===== config.mk =====
export PLATFORM = sky130hd
export DESIGN_NAME = baseband_agc
export DESIGN_NICKNAME = d
export VERILOG_FILES = /design/src/rtl/baseband_agc.sv
export SDC_FILE = /design/constraint.sdc
export NUM_CORES = 1
export LEC_CHECK = 0
export ABC_CLOCK_PERIOD_IN_PS = 7300
export BUFFER_PORTS_ARGS = -buffer_cell sky130_fd_sc_hd__clkbuf_2
export CORE_MARGIN = 5
export CORE_UTILIZATION = 55
export DETAILED_ROUTE_END_ITERATION = 7
export MAX_ROUTING_LAYER = met4
export PLACE_DENSITY = 0.72
export SETUP_SLACK_MARGIN = 0.4
export SYNTH_ARGS = -nofsm -noshare
export SYNTH_HDL_FRONTEND = slang
export SYNTH_SLANG_ARGS = --single-unit
export TNS_END_PERCENT = 30

===== constraint.sdc =====
create_clock -name aclk -period 7.3 [get_ports aclk]
set_input_delay 1.095 -clock aclk [delete_from_list [all_inputs] [get_ports aclk]]
set_output_delay 1.095 -clock aclk [all_outputs]
set_load 0.05 [all_outputs]

===== src/rtl/baseband_agc.sv =====
// baseband_agc: automatic gain control between the AM detector and the DAC driver.
// Three-stage pipelined multiply of the signed baseband sample by an unsigned
// Q8.8 gain, with saturation. The gain is either set manually or steered by an
// attack/hold/release state machine that watches the output magnitude.
//
// Ports:
//   aclk         sample-domain clock
//   reset        synchronous, active-high reset
//   i_valid      input sample strobe
//   baseband     signed 16-bit detector sample
//   agc_en       1 = automatic gain, 0 = manual gain
//   manual_gain  Q8.8 gain used while agc_en = 0 (clamped to the gain range)
//   o_valid      output sample strobe (3 cycles after i_valid)
//   audio        signed, saturated output sample
//   gain         current gain register (Q8.8)
//   clip         high with o_valid when the sample saturated
//   state        0 = RELEASE, 1 = HOLD, 2 = MANUAL
module baseband_agc #(
  parameter logic [15:0] GAIN_INIT    = 16'h0100,
  parameter logic [15:0] GAIN_MIN     = 16'h0010,
  parameter logic [15:0] GAIN_MAX     = 16'h4000,
  parameter int unsigned TARGET       = 12000,
  parameter int unsigned ATTACK_SHIFT = 4,
  parameter int unsigned HOLD_SAMPLES = 16000,
  parameter int unsigned RELEASE_DIV  = 256
) (
  input  logic               aclk,
  input  logic               reset,
  input  logic               i_valid,
  input  logic signed [15:0] baseband,
  input  logic               agc_en,
  input  logic        [15:0] manual_gain,
  output logic               o_valid,
  output logic signed [15:0] audio,
  output logic        [15:0] gain,
  output logic               clip,
  output logic         [1:0] state
);

  localparam int unsigned HOLD_W = $clog2(HOLD_SAMPLES + 1);
  localparam int unsigned REL_W  = (RELEASE_DIV > 1) ? $clog2(RELEASE_DIV) : 1;

  typedef enum logic [1:0] {
    ST_RELEASE = 2'd0,
    ST_HOLD    = 2'd1,
    ST_MANUAL  = 2'd2
  } agc_state_e;

  // Pipeline registers
  logic               v1, v2;
  logic signed [15:0] x1;
  logic        [15:0] g1;
  logic signed [32:0] p2;
  logic        [24:0] mag3;

  // Gain control registers
  agc_state_e         state_q, state_d;
  logic        [15:0] gain_d;
  logic  [HOLD_W-1:0] hold_cnt, hold_d;
  logic   [REL_W-1:0] rel_cnt, rel_d;

  // Combinational datapath helpers
  logic signed [32:0] p_c;
  logic signed [24:0] s_c;
  logic               ovf_c;
  logic signed [15:0] sat_c;
  logic        [24:0] mag_c;

  // Gain is zero-extended so the multiply stays signed without reinterpreting bit 15.
  assign p_c   = 33'(x1) * 33'($signed({1'b0, g1}));
  assign s_c   = 25'(p2 >>> 8);
  assign ovf_c = (s_c[24:15] != {10{s_c[24]}});
  assign sat_c = ovf_c ? (s_c[24] ? 16'sh8000 : 16'sh7FFF) : s_c[15:0];
  // 25 bits hold |-32768 * 0xFFFF >> 8| without overflow.
  assign mag_c = s_c[24] ? (25'd0 - 25'(s_c)) : 25'(s_c);

  // Three-stage multiply/saturate pipeline; reset drops in-flight samples.
  always_ff @(posedge aclk) begin
    if (reset) begin
      v1      <= 1'b0;
      v2      <= 1'b0;
      o_valid <= 1'b0;
      x1      <= '0;
      g1      <= '0;
      p2      <= '0;
      audio   <= '0;
      clip    <= 1'b0;
      mag3    <= '0;
    end else begin
      v1      <= i_valid;
      v2      <= v1;
      o_valid <= v2;
      clip    <= v2 & ovf_c;
      if (i_valid) begin
        x1 <= baseband;
        g1 <= gain;
      end
      if (v1) begin
        p2 <= p_c;
      end
      if (v2) begin
        audio <= sat_c;
        mag3  <= mag_c;
      end
    end
  end

  // Gain arithmetic candidates
  logic        above_c;
  logic [15:0] dec_c;
  logic [16:0] diff_c;
  logic [15:0] attack_gain_c;
  logic [15:0] inc_gain_c;
  logic [15:0] manual_clamp_c;

  always_comb begin
    above_c = (mag3 > 25'(TARGET));
    dec_c   = gain >> ATTACK_SHIFT;
    if (dec_c == 16'd0) begin
      dec_c = 16'd1;
    end
    diff_c = {1'b0, gain} - {1'b0, dec_c};
    if (diff_c[16] || (diff_c[15:0] < GAIN_MIN)) begin
      attack_gain_c = GAIN_MIN;
    end else begin
      attack_gain_c = diff_c[15:0];
    end
    inc_gain_c = (gain >= GAIN_MAX) ? GAIN_MAX : (gain + 16'd1);
    if (manual_gain < GAIN_MIN) begin
      manual_clamp_c = GAIN_MIN;
    end else if (manual_gain > GAIN_MAX) begin
      manual_clamp_c = GAIN_MAX;
    end else begin
      manual_clamp_c = manual_gain;
    end
  end

  // State and gain registers
  always_ff @(posedge aclk) begin
    if (reset) begin
      state_q  <= ST_RELEASE;
      gain     <= GAIN_INIT;
      hold_cnt <= '0;
      rel_cnt  <= '0;
    end else begin
      state_q  <= state_d;
      gain     <= gain_d;
      hold_cnt <= hold_d;
      rel_cnt  <= rel_d;
    end
  end

  // Next-state: manual override first, then attack/hold/release on each output sample.
  always_comb begin
    state_d = state_q;
    gain_d  = gain;
    hold_d  = hold_cnt;
    rel_d   = rel_cnt;
    if (!agc_en) begin
      state_d = ST_MANUAL;
      gain_d  = manual_clamp_c;
      hold_d  = '0;
      rel_d   = '0;
    end else begin
      unique case (state_q)
        ST_MANUAL: begin
          // Leaving manual mode keeps the current gain and restarts release timing.
          state_d = ST_RELEASE;
          rel_d   = '0;
        end
        ST_RELEASE: begin
          if (o_valid) begin
            if (above_c) begin
              gain_d  = attack_gain_c;
              hold_d  = HOLD_W'(HOLD_SAMPLES);
              state_d = ST_HOLD;
            end else if (rel_cnt == REL_W'(RELEASE_DIV - 1)) begin
              gain_d = inc_gain_c;
              rel_d  = '0;
            end else begin
              rel_d = rel_cnt + REL_W'(1);
            end
          end
        end
        ST_HOLD: begin
          if (o_valid) begin
            if (above_c) begin
              gain_d = attack_gain_c;
              hold_d = HOLD_W'(HOLD_SAMPLES);
            end else if (hold_cnt <= HOLD_W'(1)) begin
              hold_d  = '0;
              state_d = ST_RELEASE;
              rel_d   = '0;
            end else begin
              hold_d = hold_cnt - HOLD_W'(1);
            end
          end
        end
        default: begin
          state_d = ST_RELEASE;
        end
      endcase
    end
  end

  assign state = state_q;

endmodule


# ---- Yosys cells after proc, flatten, opt, wreduce, memory -nomap -nowiden
# Index checks and enable logic that the tools add are counted.
dict set report totals {
  latchBits 0
  mem_bits_rw 0
  n_memories 0
  register_bits 150
  mem_bits_ro 0
  inputBits 36
  output_inout_bits 36
}
dict set report classes {
  div 0
  bitwise 2
  eq_ne 18
  muxes 35
  shift 0
  n_addsub 5
  multipliers 1
  reduce_logical 11
  n_lt_le_gt_ge 6
}
# operator count
set ops {}
lappend ops {{$mux 16} 12}
lappend ops {{$mux 14} 5}
lappend ops {{$mux 8} 6}
lappend ops {{$mul 16x17->33} 1}
lappend ops {{$lt 16x5->1 const B} 2}
lappend ops {{$pmux 16 s2} 1}
lappend ops {{$pmux 14 s2} 1}
lappend ops {{$gt 25x14->1 const B} 1}
lappend ops {{$mux 25} 1}
lappend ops {{$sub 1x25->25 const A} 1}
lappend ops {{$pmux 8 s3} 1}
lappend ops {{$ne 3x3->1 const B} 6}
lappend ops {{$sub 16x16->17} 1}
lappend ops {{$add 16x1->16 const B} 1}
lappend ops {{$ge 16x15->1 const B} 1}
lappend ops {{$gt 16x15->1 const B} 1}
lappend ops {{$logic_not 16->1} 1}
lappend ops {{$reduce_and 5->1} 3}
lappend ops {{$le 14x1->1 const B} 1}
lappend ops {{$sub 14x1->14 const B} 1}
lappend ops {{$mux 12} 1}
lappend ops {{$mux 2} 6}
lappend ops {{$ne 2x2->1 const B} 6}
lappend ops {{$ne 9x9->1} 1}
lappend ops {{16 further kinds} 16}

# ---- Logic depth before layout (Yosys ltp)
# Gate-level depths: netlist (run 1).
dict set report logic_depth {
  ltp_word 10
  depth_mapped 24
}

# ---- Worst setup path after synthesis (run 1)
# Ideal clock, no wire load.
dict set report synth_timing {
  kind {reg2reg}
  startpoint {reg x1[9]}
  endpoint {reg p2[31]}
  path_buffers 2
  setup_slack_ns 1.125
  required_ns 7.177
  stages_incl_launch_ff 22
  t_arrival_ns 6.052
  synth_period_minus_slack_ns 6.175
  cell_sequence {dfxtp_1 clkbuf_1 clkbuf_1 nand2_1 fa_1 fa_1 inv_1 fa_1 fa_1 fa_1 inv_1 fa_1 inv_1 ha_1 or2_2 and3_1 o41ai_2 o22a_1 a21oi_1 o31ai_1 xor2_1 o21ai_1}
}
dict set report synth_via {
  elab_chain_cells 1
}
# element line_no
set synth_rtl {}
lappend synth_rtl {{start: declaration} 51} ;# logic signed [15:0] x1;
lappend synth_rtl {{start signal: assignment} 95} ;# x1 <= baseband;
lappend synth_rtl {{$mul 16x17->33} 70} ;# assign p_c = 33'(x1) * 33'($signed({1'b0, g1}));
lappend synth_rtl {{end signal: assignment} 99} ;# p2 <= p_c;
lappend synth_rtl {{end: declaration} 53} ;# logic signed [32:0] p2;
# Every way passes these cells.
# A chain may end at the register's enable or synchronous reset.

# ---- Worst setup path in the final report (run 1)
dict set report layout_timing {
  startpoint {reg x1[14]}
  endpoint {reg p2[31]}
}
# Same word-level chain as after synthesis.

==> flow_summary_export.csv, run 1 <==
group,metric,value,unit
cts,cts-hold-fix-buffers,0,
sta,post-route-period-util,90.6,%
sta,fin_skew,0.0172,ns
synthesis,synth.distinct_cells,95,
synthesis,netlist_instances,1857,
cells_and_area,drive_gt1_share,9.47,%
synthesis,synthFlopType,"dfxtp_1",
setup_path,reg2reg_setup_slack,0.69,ns
cts,htreeDepth,4,
routing,first_pass_iters,5,
sta,slew_viol_final,0,
sta,setup_viol,0,
grt,grt_pass1_wl,70.0,mm
grt,grt_max_degree,74,
grt,grt_usage,26.8,%
floorplan,die_y,181,um
cells_and_area,final_cell_area,17300,sq um
synthesis,ys_seq_elements,142,
routing,top_layer,"met4",
setup_path,worst-path-max-fanout,17,
sta,tns,0,ns
floorplan,coreArea,28700,sq um
floorplan,fp.dieArea,32600,sq um
floorplan,num_rows,62,
power,cellInternalPower,1640,uW
place,dpl.hpwl,31.9,mm
synthesis,yosysSeqAreaShare,17.8,%
run,drv_cap,0,
synthesis,yosys.area.top_type,"fa_1",
cells_and_area,final_core_util,60.2,%
sta,timing.hold.ws,0.464,ns
synthesis,synth_area,16000,sq um
cts,cts_buffers,17,
synthesis,synth_top_cells_by_area,"fa_1, dfxtp_1, ha_1, inv_1, and2_1",
synthesis,synth.avg_cell_area,8.62,sq um
sta,hold_viol,0,
sta,fmaxAchievable,151,MHz
cells_and_area,diodes,0,
grt,grt_pass1_vias,13700,
cts,cts_tree,"built",
power,power,2720,uW
routing,vias,13200,
floorplan,die_w,181,um
grt,grt-ovfl-total,0,
synthesis,async_reset_ff_share,0,%
cts,cts_sinks,142,
routing,antenna_left,0,
sta,rsz0062_at_grt,"false",
cts,clkLatencyLatePin,0.43,ns
routing,dr_wl_met2,20.1,mm
setup_path,path_class,"flop to flop",
synthesis,synth_top_area_share,24.3,%
routing,wl,41.9,mm
routing,vias_per_cell,5.78,
setup_path,critPathCaptureType,"flop",
status,status,"complete, no violations",
synthesis,synth-edff-count,0,
synthesis,synth-warning-count,0,
setup_path,cp-start-kind,"flop",
cells_and_area,syn2layout_area_growth,7.94,%
routing,wl_met3,2.24,mm
power,pwr-share-seq,34.1,%
place,dpl-instance-area,16700,sq um
routing,wl_met1,17.7,mm
cts,ctsRootBufferMaster,"clkbuf_16",
routing,drc,0,
routing,drt_iter0_markers,977,
routing,wl_per_cell,18.4,um
floorplan,initial_core_util,55.8,%
floorplan,io_pins,72,
power,netSwitchingPower,1080,uW
power,pwr-share-comb,33.0,%
power,sw_frac_of_total,39.6,%
power,clkPwrFrac,32.9,%
sta,max-slew-margin-rel,43.7,%
hold_path,hp-class,"flop to flop",
sta,min_period,6.61,ns
setup_path,critical_path_required,7.61,ns
synthesis,syn-num-nets,2223,
cells_and_area,nets,2253,
power,p_leak,0.00818,uW
power,ir_drop,0.000174,V
setup_path,arrival,6.92,ns
cts,cts_max_path_buffers,2,
grt,antenna_found_initial,0,
sta,worst_pin_slew,0.838,ns
place,gp_congestion,0.933,
place,port_buffers,71,
cts,clk_pin_slew,0.07,ns
power,powerDensity,157,nW/um^2
==> area by class of cell <==
cell class | count | area [sq um]
flip-flops and latches | 142 | 2860
clock buffers | 18 | 429
well taps | 384 | 480
clock inverters | 14 | 149
fillers | 2543 | 11400
repair buffers | 89 | 493
multi-input cells | 1359 | 11800
inverters | 278 | 1050
==> state kept, by name, summed over array words and instances, names as in the netlist, 2 cells and up <==
name      flops
mag3         25
p2           25
audio        16
g1           16
gain         16
x1           16
hold_cnt     14
rel_cnt       8
state         2
==> synth_stat cells (38+ instances only) <==
| master | n |
|---|---|
| inv_1 | 275 |
| fa_1 | 194 |
| nand2_1 | 193 |
| dfxtp_1 | 142 |
| ha_1 | 136 |
| nor2_1 | 136 |
| and2_1 | 118 |
| a21oi_1 | 69 |
| clkbuf_1 | 64 |
| mux2i_1 | 44 |
| o21ai_0 | 40 |
| xnor2_1 | 38 |
==> power by group through the flow <==
stage | clock, uW | combinational [uW] | sequential (uW)
finish | 895 | 897 | 927
global placement | 0 | 876 | 936
global route | 941 | 994 | 932
floorplan | 0 | 645 | 928
detailed placement | 0 | 886 | 939
CTS | 909 | 892 | 921
==> critical path: stages (launching register included) <==
cell,delay (ns)
dfxtp_1,0.77
and2_1,0.26
fa_1,0.46
fa_1,0.53
fa_1,0.53
fa_1,0.52
fa_1,0.54
inv_1,0.05
fa_1,0.53
inv_1,0.04
ha_1,0.35
or2_2,0.33
and3_1,0.19
o41ai_2,0.38
o22a_1,0.27
a21oi_1,0.15
o31ai_1,0.33
xor2_1,0.19
o21ai_1,0.07
==> worst paths after layout <==
kind              depth (start not counted)             startpoint                    end
hold reg to reg                           2  audio[1]$_SDFFE_PP0P_  audio[1]$_SDFFE_PP0P_
setup / recovery                         18    x1[14]$_SDFFE_PP0P_    p2[31]$_SDFFE_PP0P_
setup reg to reg                         18    x1[14]$_SDFFE_PP0P_    p2[31]$_SDFFE_PP0P_
hold / removal                            2  audio[1]$_SDFFE_PP0P_  audio[1]$_SDFFE_PP0P_
==> metal layers <==
layer	track usage, %	vias to the layer above
li1	-	6184
met1	34.3	6437
met2	43.8	462
met3	2.79	118
met5	-	-
met4	11.1	0
==> cells in the final DEF, fill, tap and decap left out, types with 9 or more instances in the layout <==
master	Yosys	routed
inv_1	275	274
fa_1	194	194
nand2_1	193	193
nor2_1	136	136
ha_1	136	136
dfxtp_1	142	128
and2_1	118	118
clkbuf_2	0	70
a21oi_1	69	69
mux2i_1	44	44
o21ai_0	40	40
xnor2_1	38	38
nor3_1	32	31
xor2_1	31	31
a211oi_1	31	31
nand3_1	26	26
nand2b_1	21	21
buf_4	0	19
o211ai_1	17	17
clkbuf_16	0	17
o31ai_1	16	16
nand4_1	16	16
dfxtp_2	0	14
a221oi_1	13	13
a31oi_1	11	11
nor4_1	10	10
and3_1	10	10
o21a_1	10	10
a21o_1	10	10
nor2b_1	9	9
==> through the flow <==
stage / cells / setup WS (ns)
final: 2284 / 0.689
after detailed placement: 2250 / 0.690
after global placement: 2250 / 0.817
after global routing: 2284 / 0.434
after CTS: 2282 / 0.657
after floorplan: 1857 / 1.13
==> cells by family (layout without fill, tap and decap cells) <==
| logic type | Yosys count | after routing | share of synthesized area [%] |
|---|---|---|---|
| adders and majority gates | 330 | 330 | 34.9 |
| AOI/OAI and AO/OA | 295 | 295 | 13.0 |
| DFF | 142 | 142 | 17.8 |
| muxes | 45 | 45 | 2.82 |
| xor gates and xnor gates | 70 | 70 | 3.88 |
| buffers and inverters | 356 | 399 | 8.43 |
| and+or+nand+nor | 619 | 619 | 19.3 |
==> timing repair <==
action	CTS	global route
setup endpoints to repair	0	3
buffers inserted	0	2
resized for setup	0	15
No activity file was read; power rests on OpenSTA's default activity.
==> inputs of run 2 (changes only) <==
--- a/config.mk
+++ b/config.mk
@@ -8,10 +8,10 @@
 export ABC_CLOCK_PERIOD_IN_PS = 7300
 export BUFFER_PORTS_ARGS = -buffer_cell sky130_fd_sc_hd__clkbuf_2
 export CORE_MARGIN = 5
-export CORE_UTILIZATION = 55
+export CORE_UTILIZATION = 64
 export DETAILED_ROUTE_END_ITERATION = 7
 export MAX_ROUTING_LAYER = met4
-export PLACE_DENSITY = 0.72
+export PLACE_DENSITY = 0.82
 export SETUP_SLACK_MARGIN = 0.4
 export SYNTH_ARGS = -nofsm -noshare
 export SYNTH_HDL_FRONTEND = slang
==> flow_summary_export.csv, run 2 (synthesis gave the netlist of run 1 again) <==
group,metric,value,unit
power,ir_drop,0.000152,V
run,drv_cap,0,
setup_path,cp_top_family,"adder cells",
grt,grt_usage,31.3,%
routing,antenna_left,0,
setup_path,cp_slowest_cell,"dfxtp_1",
cells_and_area,syn2layout_area_growth,7.59,%
setup_path,critical_path_required,7.60,ns
routing,drc,0,
setup_path,path_class,"flop to flop",
floorplan,fp.dieArea,28300,sq um
grt,antenna_found_initial,0,
floorplan,coreArea,24500,sq um
place,dpl.hpwl,31.8,mm
setup_path,arrival,6.89,ns
cts,cts_sinks,142,
power,sw_frac_of_total,38.8,%
place,port_buffers,71,
status,status,"complete, no violations",
floorplan,die_y,168,um
place,gp_congestion,1.01,
routing,first_pass_iters,6,
floorplan,initial_core_util,65.5,%
cells_and_area,regArea,2870,sq um
cts,cts_tree,"built",
cells_and_area,final_common_cell,"inv_1",
sta,setup_viol,0,
sta,hold_viol,0,
sta,max-slew-margin-rel,33.1,%
cts,cts-hold-fix-buffers,0,
cells_and_area,diodes,0,
setup_path,cp_num_buf_inv,3,
routing,wl,41.9,mm
routing,wl_per_cell,18.8,um
routing,drt_iter0_markers,1166,
power,pwr-share-comb,32.9,%
cells_and_area,reg_top3,"mag3 (25), p2 (25)",
setup_path,critPathCaptureType,"flop",
setup_path,crit_top_cell,"fa_1",
cells_and_area,multi_input_area,11800,sq um
sta,worst_pin_slew,1.00,ns
cts,htreeDepth,4,
power,netSwitchingPower,1060,uW
setup_path,max_stage_delay,0.76,ns
routing,vias_per_cell,6.08,
sta,fin_skew,0.0188,ns
cells_and_area,layout_common_cells,"inv_1, fa_1, nand2_1",
place,placedCellCount,2188,
power,cellInternalPower,1670,uW
power,power,2730,uW
grt,grt-ovfl-total,0,
floorplan,num_rows,57,
power,clkPwrFrac,33.0,%
grt,grt_pass1_wl,69.9,mm
floorplan,die_w,168,um
sta,rsz0062_at_grt,"true",
cells_and_area,final_cell_area,17200,sq um
grt,grt_pass1_vias,13900,
power,p_leak,0.00819,uW
sta,slew_viol_final,0,
cts,ctsRootBufferMaster,"clkbuf_16",
cells_and_area,drive_gt1_share,9.84,%
setup_path,worst-path-max-fanout,17,
routing,vias,13500,
cells_and_area,final_core_util,70.4,%
sta,min_period,6.58,ns
floorplan,io_pins,72,
sta,tns,0,ns
setup_path,path_cells,"nand2_1, fa_1, inv_1, fa_1, fa_1, fa_1, fa_1, inv_1, fa_1, inv_1, ha_1, or2_2, and3_1, o41ai_2, o22a_1, a21oi_1, o31ai_1, xor2_1, o21ai_1",
grt,grt_max_degree,83,
hold_path,hp-class,"flop to flop",
setup_path,cp-start-kind,"flop",
cts,cts_max_path_buffers,2,
cells_and_area,layout.cells.non_filler,2225,
sta,fmaxAchievable,152,MHz
cts,cts_buffers,17,
cells_and_area,nets,2254,
power,powerDensity,158,nW/um^2
place,dpl-instance-area,16600,sq um
sta,post-route-period-util,90.2,%
power,pwr-share-seq,34.1,%
cts,clk_pin_slew,0.07,ns
cts,clkLatencyLatePin,0.44,ns
cells_and_area,num-fill-cells,1864,
[run 2: layer usage]
layer / GRT usage (%) / vias up / share of wire, %
met5: - / - / 0
li1: - / 6188 / -
met2: 50.8 / 614 / 49
met4: 15.6 / 0 / 5.2
met1: 38.3 / 6584 / 39
met3: 4.78 / 134 / 7.1
[run 2: cell type report]
class                   count  share of cell area [%]
inverters                 278                    6.08
multi-input cells        1359                    68.6
well taps                 324                    2.35
clock buffers              18                    2.49
repair buffers             90                    2.90
clock inverters            14                   0.915
flip-flops and latches    142                    16.6
[run 2: worst min-delay path, delay by kind of cell, from the launching register on]
kind	cells	cell delay (ns)
compound gates	1	0.05
simple gates	1	0.06
flops	1	0.31
[run 2: path summary, 6_finish.rpt]
| check | start | end | slack, ns | depth (start not counted) |
|---|---|---|---|---|
| min reg2reg | audio[9]$_SDFFE_PP0P_ | audio[9]$_SDFFE_PP0P_ | 0.47 | 2 |
| min | audio[9]$_SDFFE_PP0P_ | audio[9]$_SDFFE_PP0P_ | 0.47 | 2 |
| max reg2reg | x1[11]$_SDFFE_PP0P_ | p2[31]$_SDFFE_PP0P_ | 0.72 | 19 |
| max | x1[11]$_SDFFE_PP0P_ | p2[31]$_SDFFE_PP0P_ | 0.72 | 19 |
[run 2: what timing repair did]
item | CTS | global route
setup endpoints to repair | 0 | 5
resized for setup | 0 | 21
setup buffers | 0 | 5
hold endpoints to repair | 0 | 0
[run 2: power groups by stage]
| stage | sequential (uW) | clock (uW) | combinational (uW) |
|---|---|---|---|
| after floorplan | 928 | 0 | 645 |
| after global placement | 938 | 0 | 866 |
| after detailed placement | 941 | 0 | 884 |
| after CTS | 924 | 905 | 891 |
| after global routing | 935 | 942 | 993 |
| final | 930 | 902 | 899 |
[run 2: per-stage QoR]
stage                     setup WS (ns)  hold slack (ns)
final                             0.716            0.466
after global routing              0.388            0.479
after CTS                         0.622            0.467
after detailed placement          0.631            0.457
after global placement            0.779            0.448
after floorplan                    1.13            0.437
